===== config.mk =====
export PLATFORM = sky130hd
export DESIGN_NAME = rc4_prga_decrypt
export DESIGN_NICKNAME = d
export VERILOG_FILES = /design/src/rtl/rc4_prga_decrypt.sv
export SDC_FILE = /design/constraint.sdc
export NUM_CORES = 1
export LEC_CHECK = 0
export ABC_AREA = 1
export CAP_MARGIN = 30
export CORE_MARGIN = 2
export CORE_UTILIZATION = 61
export DETAILED_ROUTE_END_ITERATION = 8
export GPL_TIMING_DRIVEN = 0
export PLACE_DENSITY = 0.86
export SLEW_MARGIN = 20
export SYNTH_ARGS = -nofsm -noshare
export SYNTH_HDL_FRONTEND = slang
export SYNTH_SLANG_ARGS = --single-unit

===== constraint.sdc =====
create_clock -name clk -period 4.4 [get_ports clk]
set_input_delay 0.88 -clock clk [delete_from_list [all_inputs] [get_ports clk]]
set_output_delay 0.88 -clock clk [all_outputs]
set_load 0.005 [all_outputs]

===== src/rtl/rc4_prga_decrypt.sv =====
// RC4 keystream generator: walks the shuffled S RAM, XORs each keystream byte with
// the encrypted ROM, writes plaintext to the decrypt RAM and aborts on a non [a-z ] byte.
module rc4_prga_decrypt #(
  parameter int MSG_LEN = 32
) (
  input  logic       clk,
  input  logic       reset_n,
  input  logic       start,
  input  logic [7:0] s_q,
  output logic [7:0] s_address,
  output logic [7:0] s_data,
  output logic       s_wren,
  input  logic [7:0] enc_q,
  output logic [4:0] enc_address,
  output logic [4:0] dec_address,
  output logic [7:0] dec_data,
  output logic       dec_wren,
  output logic       finish,
  output logic       key_valid
);

  localparam logic [4:0] LAST_K = 5'(MSG_LEN - 1);

  typedef enum logic [3:0] {
    IDLE    = 4'd0,
    INC_I   = 4'd1,
    WAIT_SI = 4'd2,
    READ_SI = 4'd3,
    WAIT_SJ = 4'd4,
    READ_SJ = 4'd5,
    WR_SI   = 4'd6,
    WR_SJ   = 4'd7,
    ADDR_F  = 4'd8,
    WAIT_F  = 4'd9,
    READ_F  = 4'd10,
    WR_DEC  = 4'd11,
    CHECK   = 4'd12,
    DONE    = 4'd13
  } state_t;

  state_t     state_r;
  state_t     next_state_s;
  logic [7:0] i_r;
  logic [7:0] j_r;
  logic [7:0] si_r;
  logic [7:0] sj_r;
  logic [7:0] f_r;
  logic [7:0] ek_r;
  logic [4:0] k_r;
  logic       dec_ok_s;

  function automatic logic is_text_byte(input logic [7:0] b);
    return ((b >= 8'h61) && (b <= 8'h7A)) || (b == 8'h20);
  endfunction

  assign dec_ok_s = is_text_byte(dec_data);

  // State register
  always_ff @(posedge clk or negedge reset_n) begin
    if (!reset_n) begin
      state_r <= IDLE;
    end else begin
      state_r <= next_state_s;
    end
  end

  // Next-state logic: one cycle per state, every read has one wait state
  always_comb begin
    next_state_s = state_r;
    case (state_r)
      IDLE: begin
        if (start) begin
          next_state_s = INC_I;
        end else begin
          next_state_s = IDLE;
        end
      end
      INC_I:   next_state_s = WAIT_SI;
      WAIT_SI: next_state_s = READ_SI;
      READ_SI: next_state_s = WAIT_SJ;
      WAIT_SJ: next_state_s = READ_SJ;
      READ_SJ: next_state_s = WR_SI;
      WR_SI:   next_state_s = WR_SJ;
      WR_SJ:   next_state_s = ADDR_F;
      ADDR_F:  next_state_s = WAIT_F;
      WAIT_F:  next_state_s = READ_F;
      READ_F:  next_state_s = WR_DEC;
      WR_DEC:  next_state_s = CHECK;
      CHECK: begin
        if (dec_ok_s && (k_r != LAST_K)) begin
          next_state_s = INC_I;
        end else begin
          next_state_s = DONE;
        end
      end
      DONE:    next_state_s = IDLE;
      default: next_state_s = IDLE;
    endcase
  end

  // Datapath and registered outputs, updated on the edge entering each state
  always_ff @(posedge clk or negedge reset_n) begin
    if (!reset_n) begin
      i_r         <= 8'd0;
      j_r         <= 8'd0;
      k_r         <= 5'd0;
      si_r        <= 8'd0;
      sj_r        <= 8'd0;
      f_r         <= 8'd0;
      ek_r        <= 8'd0;
      s_address   <= 8'd0;
      s_data      <= 8'd0;
      s_wren      <= 1'b0;
      enc_address <= 5'd0;
      dec_address <= 5'd0;
      dec_data    <= 8'd0;
      dec_wren    <= 1'b0;
      finish      <= 1'b0;
      key_valid   <= 1'b0;
    end else begin
      case (next_state_s)
        IDLE: begin
          s_address   <= 8'd0;
          s_data      <= 8'd0;
          s_wren      <= 1'b0;
          enc_address <= 5'd0;
          dec_address <= 5'd0;
          dec_data    <= 8'd0;
          dec_wren    <= 1'b0;
          finish      <= 1'b0;
        end
        INC_I: begin
          if (state_r == IDLE) begin
            // fresh run: i starts at 0, so the first index is 1
            i_r       <= 8'd1;
            j_r       <= 8'd0;
            k_r       <= 5'd0;
            key_valid <= 1'b0;
            s_address <= 8'd1;
          end else begin
            i_r       <= i_r + 8'd1;
            k_r       <= k_r + 5'd1;
            s_address <= i_r + 8'd1;
          end
        end
        READ_SI: begin
          si_r      <= s_q;
          j_r       <= j_r + s_q;
          s_address <= j_r + s_q;
        end
        READ_SJ: sj_r <= s_q;
        WR_SI: begin
          s_address <= i_r;
          s_data    <= sj_r;
          s_wren    <= 1'b1;
        end
        WR_SJ: begin
          s_address <= j_r;
          s_data    <= si_r;
          s_wren    <= 1'b1;
        end
        ADDR_F: begin
          s_wren      <= 1'b0;
          s_address   <= si_r + sj_r;
          enc_address <= k_r;
        end
        READ_F: begin
          f_r  <= s_q;
          ek_r <= enc_q;
        end
        WR_DEC: begin
          dec_address <= k_r;
          dec_data    <= f_r ^ ek_r;
          dec_wren    <= 1'b1;
        end
        CHECK: dec_wren <= 1'b0;
        DONE: begin
          // DONE is reached only on an invalid byte or after the last valid one
          key_valid   <= dec_ok_s;
          finish      <= 1'b1;
          s_address   <= 8'd0;
          s_data      <= 8'd0;
          s_wren      <= 1'b0;
          enc_address <= 5'd0;
          dec_address <= 5'd0;
          dec_data    <= 8'd0;
          dec_wren    <= 1'b0;
        end
        WAIT_SI, WAIT_SJ, WAIT_F: begin
        end
        default: begin
        end
      endcase
    end
  end

endmodule


==> metrics.md <==
| Metric | Value |
|---|---|
| Worst EP required | between 4000 and 5000 ps |
| Fin worst setup slack | ~1700 ps |
| Grt ovf | 0 |
| Endpoints failing setup | 0 |
| Detail Route Antenna Nets | 0 |
| Yosys top cell by area | dfrtp_1 |
| Register share of total power | 0.335 |
| Unique cell type count in the Yosys netlist | 38 |
| Count of final max-slew check failures | 0 |
| Worst-path cell chain | clkdlybuf4s50_1 -> ha_1 -> fa_1 -> nand3_1 -> nand3_1 -> nand2_1 -> nand2_1 -> nand2_1 -> nand3_1 -> nand2_1 -> nor2_1 -> inv_1 -> nand2_1 -> nor2_1 -> nand2_1 -> nand2_1 -> nand2_1 |
| Die Y | 93.72 µm |
| Pleak | 2.887 nW |
| Hold Crit Class | input pin to asynchronous set/reset pin |
| IR Drop Worst-Case VDD | a little under 400 µV |
| Final Hold Violating Endpoints | 0 |
| Vias/cell | ~5.5 |
| Core Area | around 0.0078 mm² |
| Synth warnings | 0 |
| Worst-skew pair later-pin latency | approximately 360 ps |
| CTS sink count | 95 |
| IO Pins | 57 |
| Tcrit/Tclk final | 0.6176 |
| Largest net degree at the start of global routing | between 60 and 70 |
| Main flop type after synthesis | dfrtp_1 |
| Most common cell in the netlist | nand2_1 |
| Clock share of power | 0.134 |
| Pwr per Cell Area | between 700 and 800 mW/mm² |
| DRT Pass-1 Iters | 7 |
| Post-synth top cells | nand2_1 (165), dfrtp_1 (95), inv_1 (67), o21ai_0 (59), nor2_1 (48) |
| Pwr Total | about 4.7 mW |
| Post-Syn Instances | between 500 and 600 |
| WL/cell | between 10 and 15 µm |
| # DRC | 0 |
| Nets | between 700 and 800 |
| Post_cts resized | 0 |
| Int Pwr | ~2.6 mW |
| RSZ-0062 raised after global routing | no |
| Tot GR Track Use | 0.2806 |
| Post-DP HPWL | ~8.6 mm |
| Share of layout cells above drive strength 1 | 0.08084 |
| Clk slew on worst S/H paths | around 90 ps |
| Switching portion of total power | 0.4394 |
| Num CTS Buffers | 9 |
| FP Rows | 32 |
| Hold Buf Count CTS | 0 |
| Global-route wire length before repair | approximately 19 mm |
| Diodes inserted | 0 |
| Slew headroom | 0.6302 |
| Routed WL | ~11 mm |
| Share of the synthesized area in the top cell type | 0.4842 |
| CTS tree | built |
| Crit end category | register |
| Max frequency | around 0.37 GHz |
| DIE WIDTH | around 94 µm |
| Htree depth | 3 |
| DR iter-0 viols | about 250 |
| Switching Power | a little over 2 mW |
| Arr. time, crit path | around 3000 ps |
| Post-Route Utilization | 0.7515 |
| Number of global-route vias before repair | approximately 4,100 |
| Slowest cell on crit path | clkdlybuf4s50_1 |
| IO buf count | 56 |
| Area delta synth->final | 18.88% |
| Outcome | completed |
| Fin Hold WS | 388.1 ps |
| Kind of critical path | input pin to register |
| Post-Route Skew | around 12 ps |
| Max-cap violation count | 0 |
| Cell mode on critical path | nand2_1 |
| Initial antenna violation count | 0 |
| Synth area leaders | dfrtp_1 (48%), nand2_1 (13%), o21ai_0 (6.0%) |
| Min Tclk post-route | ~2700 ps |
| Max incr delay on CP | ~470 ps |
| Routability cong. | 0.9561 |
| Worst Tran Pin Value | 552.7 ps |
| Die area | slightly below 0.009 mm² |
| Initial Utilization | 0.6321 |
| Combinational Power Share | 0.531 |
| Syn_nets | approximately 630 |
| Post-CTS Setup Repair Bufs | 0 |
| Pre-CTS setup slack | roughly 1300 ps |
| Worst setup SP type | input pin |
| Seq/Total Area, Yosys | 0.4842 |
| Number of flops mapped to enable cells by yosys | 0 |
| Crit-path max FO | 3 |
| Root Buffer | clkbuf_8 |
| Vias after detailed routing | 4,241 |
| Syn Area/Cell | approximately 8 µm² |
| Async S/R FF share, synth | 1.000 |
| Clock tree buffer depth | 2 |
| Area of the mapped netlist | ~0.0049 mm² |
| #FFs+latches synth | 95 |
path summary, 6_finish.rpt:
check                      slack [ps]                       end                startpoint  cells after the start
setup / recovery                 1680  s_address[6]$_DFFE_PN0P_                    s_q[0]                     17
hold / removal                    390   dec_data[4]$_DFFE_PN0P_                   reset_n                      1
setup reg to reg                 2270  s_address[1]$_DFFE_PN0P_        k_r[0]$_DFFE_PN0P_                     13
hold reg to reg                   480  s_address[2]$_DFFE_PN0P_  s_address[2]$_DFFE_PN0P_                      2
max in group asynchronous        3400        j_r[5]$_DFFE_PN0P_                   reset_n                      2
min in group clk                  480  s_address[2]$_DFFE_PN0P_  s_address[2]$_DFFE_PN0P_                      2
registers in the layout, summed over array words and instances (netlist names), 8 cells and up:
signal     flops
s_address      8
ek_r           8
i_r            8
sj_r           8
j_r            8
dec_data       8
s_data         8
f_r            8
si_r           8
critical path, delay by kind of cell:
family / cells / cell delay, ps
adder cells (fa/ha/maj): 2 / 690
buffers and inverters: 2 / 530
AND/OR/NAND/NOR: 13 / 880
cell usage in the layout, fill, tap and decap left out, types with 5 or more instances in the layout:
cell type	n
clkbuf_8	9
inv_1	67
clkbuf_1	6
inv_2	9
o22ai_1	13
ha_1	17
a21oi_1	22
nand3_1	33
dfrtp_1	95
o21ai_0	59
xor2_1	5
xnor2_1	9
nand2_1	165
mux2_2	8
nor2_1	48
clkdlybuf4s50_1	55
layout make-up:
type,count,area [µm²]
sequential,95,2377
multi-input combinational,415,2198
fill,589,1931
timing repair buffer,57,589.3
inverter,77,289.0
clock buffer,10,127.6
tap,102,127.6
clock inverter,5,82.58
buffer,9,45.04
logic make-up (layout without fill, tap and decap cells):
logic type | after synthesis | after routing | share of synthesized area
AND/OR/NAND/NOR | 268 | 268 | 0.2319
AO/OA/AOI/OAI | 106 | 106 | 0.1211
flip-flops | 95 | 95 | 0.4842
buffers and inverters | 86 | 158 | 0.06804
adder cells (fa/ha/maj) | 19 | 19 | 0.05148
XOR/XNOR | 14 | 14 | 0.02498
multiplexers | 8 | 8 | 0.01835
routing by layer:
| layer | share of wire | GRT usage | vias up | wire length, µm |
|---|---|---|---|---|
| li1 | - | - | 2063 | - |
| met1 | 0.44 | 0.3823 | 2026 | 4954 |
| met2 | 0.48 | 0.4685 | 133 | 5458 |
| met3 | 0.056 | 0.03692 | 19 | 633 |
| met4 | 0.019 | 0.09179 | 0 | 218 |
| met5 | 0 | 0 | - | 0 |
stage by stage:
step / instances / cell area (µm²) / TNS, ps
final: 770 / 5837 / 0
after global routing: 770 / 5837 / 0
after CTS: 770 / 5837 / 0
after detailed placement: 755 / 5627 / 0
after global placement: 754 / 5598 / -85180
after floorplan: 596 / 4910 / 0
power by group through the flow:
stage	combinational [mW]	sequential (mW)	clock, mW
after CTS	2.48	1.56	0.632
after global routing	2.81	1.61	0.668
after global placement	2.36	1.55	0
after floorplan	1.68	1.53	0
after detailed placement	2.46	1.58	0
final	2.48	1.56	0.627
Note: power is estimated with default switching activity, not from simulation.
==> variant (same settings) <==
Add an input register stage for `start`, `s_q` and `enc_q`, cleared by the reset; this delays them by one clock.
--- a/src/rtl/rc4_prga_decrypt.sv
+++ b/src/rtl/rc4_prga_decrypt.sv
@@ -40,2 +40,18 @@
 
+  logic start_q;
+  logic [7:0] s_q_q;
+  logic [7:0] enc_q_q;
+
+  always_ff @(posedge clk or negedge reset_n) begin
+    if (!reset_n) begin
+      start_q <= '0;
+      s_q_q   <= '0;
+      enc_q_q <= '0;
+    end else begin
+      start_q <= start;
+      s_q_q   <= s_q;
+      enc_q_q <= enc_q;
+    end
+  end
+
   state_t     state_r;
@@ -71,3 +87,3 @@
       IDLE: begin
-        if (start) begin
+        if (start_q) begin
           next_state_s = INC_I;
@@ -146,7 +162,7 @@
         READ_SI: begin
-          si_r      <= s_q;
-          j_r       <= j_r + s_q;
-          s_address <= j_r + s_q;
-        end
-        READ_SJ: sj_r <= s_q;
+          si_r      <= s_q_q;
+          j_r       <= j_r + s_q_q;
+          s_address <= j_r + s_q_q;
+        end
+        READ_SJ: sj_r <= s_q_q;
         WR_SI: begin
@@ -167,4 +183,4 @@
         READ_F: begin
-          f_r  <= s_q;
-          ek_r <= enc_q;
+          f_r  <= s_q_q;
+          ek_r <= enc_q_q;
         end
Check against the original RTL: not equivalent (a bounded check fails within 4 cycles, from zero or initial values and one cycle with reset_n low).
==> variant against the unedited design <==
Routed wire length up 12%. Non-clock buffer count up 3. Sequential power up 8%. Clock power up 4.9%. Critical path type is now reg -> reg. Setup slack better by 0.22 ns. Combinational power down 10%. Fmax up 8.9%. Via count up 4.5%. Design area up 7.5%. Sequential cell count up 17. Area after synthesis up 8.6%. Power down 2.4%. Global-route usage up 0.19 points.
==> variant: results (changes against the unedited design) <==
Parameter                              Value

Status
  Outcome ... finished, final reports clean

Timing
  Clock Skews ... 0.0167 ns (+0.00462 ns)
  Actual slew at the worst max-slew pin ... 0.556 ns (+0.00339 ns)

Placement
  Placed insts ... 779 (+3.2%)
  Placer congestion estimate ... 0.940 (-1.7%)
  Worst slack after detailed placement ... 2.00 ns (+0.679 ns)
  Instance area at placement ... 6050 µm² (+7.6%)
  Sum of net half-perimeters after detailed placement ... 9670 µm (+13%)

Critical path
  Peak per-stage delay on the critical path ... 0.43 ns (-0.04 ns)
  Critical-path cell with the highest stage delay ... dfrtp_1
  Data arrival time of the critical path ... 2.82 ns (-0.15 ns)
  Largest fanout of any net on the critical path ... 10 (+7)

Yosys
  Async set-or-reset flop fraction in the synthesized netlist ... 100% (unchanged)
  Post-Synthesis Net Count ... 652 (+2.8%)
  Library cells used by synthesis ... 37 (-2.6%)
  Synth top area cells ... dfrtp_1 53%, nand2_1 11%, o21ai_0 5.3%
  Gate count after technology mapping ... 614 (+3.0%)
  Number of warnings reported in the yosys synthesis log ... 0 (unchanged)
  Most numerous cell types in the synthesized netlist ... 155 x nand2_1, 112 x dfrtp_1, 64 x inv_1
  Part of the Yosys area used for sequential elements ... 52.6% (+4.2 points)

Clocking
  Register clock-pin slew on the reported worst setup and hold paths ... 0.12 ns (+0.03 ns)
  Worst skew pair latency ... 0.39 ns (+0.03 ns)

Global route
  Global-route wire length before repair ... 21,300 µm (+11%)
  Routing usage on met2 ... 46.7% (-0.11 points)
  Vias in the first global route ... 4,410 (+7.9%)
  Met3 track demand over resource in global routing ... 4.96% (+1.3 points)
  Global-route met1 utilization ... 38.4% (+0.16 points)
  GRT Total Usage ... 28.3% (+0.19 points)
  Pin count of the biggest net entering global routing ... 64 (+3.2%)

Cells and area
  Final net count ... 720 (+2.6%)
  Fin cells ... 795 (+3.2%)
  Fraction of layout cells with a size suffix above 1 ... 6.99% (-1.1 points)

Detailed routing
  Met2 wirelength from detailed routing ... 6230 µm (+14%)
  Average wire per cell in the routed design ... 15.9 µm (+8.9%)
  Met3 wire length ... 705 µm (+11%)
  Vias/cell ... 5.57 (+1.2%)
  DRT met1 WL ... 5440 µm (+9.9%)
  Detailed Routing Iterations Pass 1 ... 5 (-2)
  Initial DRC count ... 261 (+3.2%)
  Top layer reached by signal wires ... met4

Worst hold path
  Min-delay worst type ... in -> async

Pwr
  Peak supply drop ... 0.392 mV (+0.59%)
  Leakage power of the design ... 3.08 nW (+6.7%)
variant: changes by cell type in the layout (fill, tap and decap cells not counted), moves of 3 or more:
cell     unedited run  this run
nor3_1              4        11
nand4_1             3         8
nor2_4              3         0
inv_2               9         5
nor2_1             48        44
inv_12              0         3
nand3_1            33        41
dfrtp_1            95       112
or2_2               3         6
inv_1              67        64
nand2_1           165       155
o21ai_0            59        56
variant: worst paths after layout:
kind | startpoint | end | slack, ns | cells past startpoint
worst max-delay path | k_r[0] | s_address[3] | 1.91 | 13
worst min-delay path | reset_n | key_valid | 0.43 | 1
worst max register to register | k_r[0] | s_address[3] | 1.91 | 13
worst min register to register | dec_address[4] | dec_address[4] | 0.48 | 2
max in group asynchronous | reset_n | j_r[7] | 3.32 | 2
min in group clk | dec_address[4] | dec_address[4] | 0.48 | 2
variant: power by group:
part,internal [W],switching [W]
Sequential,0.00139,0.000290
Combinational,0.000896,0.00132
Clock,0.000244,0.000414
Total,0.00253,0.00202
variant: kinds of logic (layout without fill, tap and decap cells):
| kind of cell | Yosys count | in the layout | share of synthesized area, % |
|---|---|---|---|
| multiplexers | 8 | 8 | 1.69 |
| buffers and inverters | 82 | 155 | 5.89 |
| adder cells (fa/ha/maj) | 19 | 19 | 4.74 |
| flip-flops | 112 | 112 | 52.6 |
| XOR/XNOR | 14 | 14 | 2.30 |
| AO/OA/AOI/OAI | 107 | 107 | 11.3 |
| AND/OR/NAND/NOR | 272 | 272 | 21.5 |
variant: area by class of cell:
type                            count  area, µm²
Inverter                           70        263
Tap cell                          108        135
Fill cell                         630       2320
Clock inverter                      7       96.3
Clock buffer                        9        124
Sequential cell                   112       2800
Buffer                             12       51.3
Multi-Input combinational cell    420       2210
Timing Repair Buffer               57        589
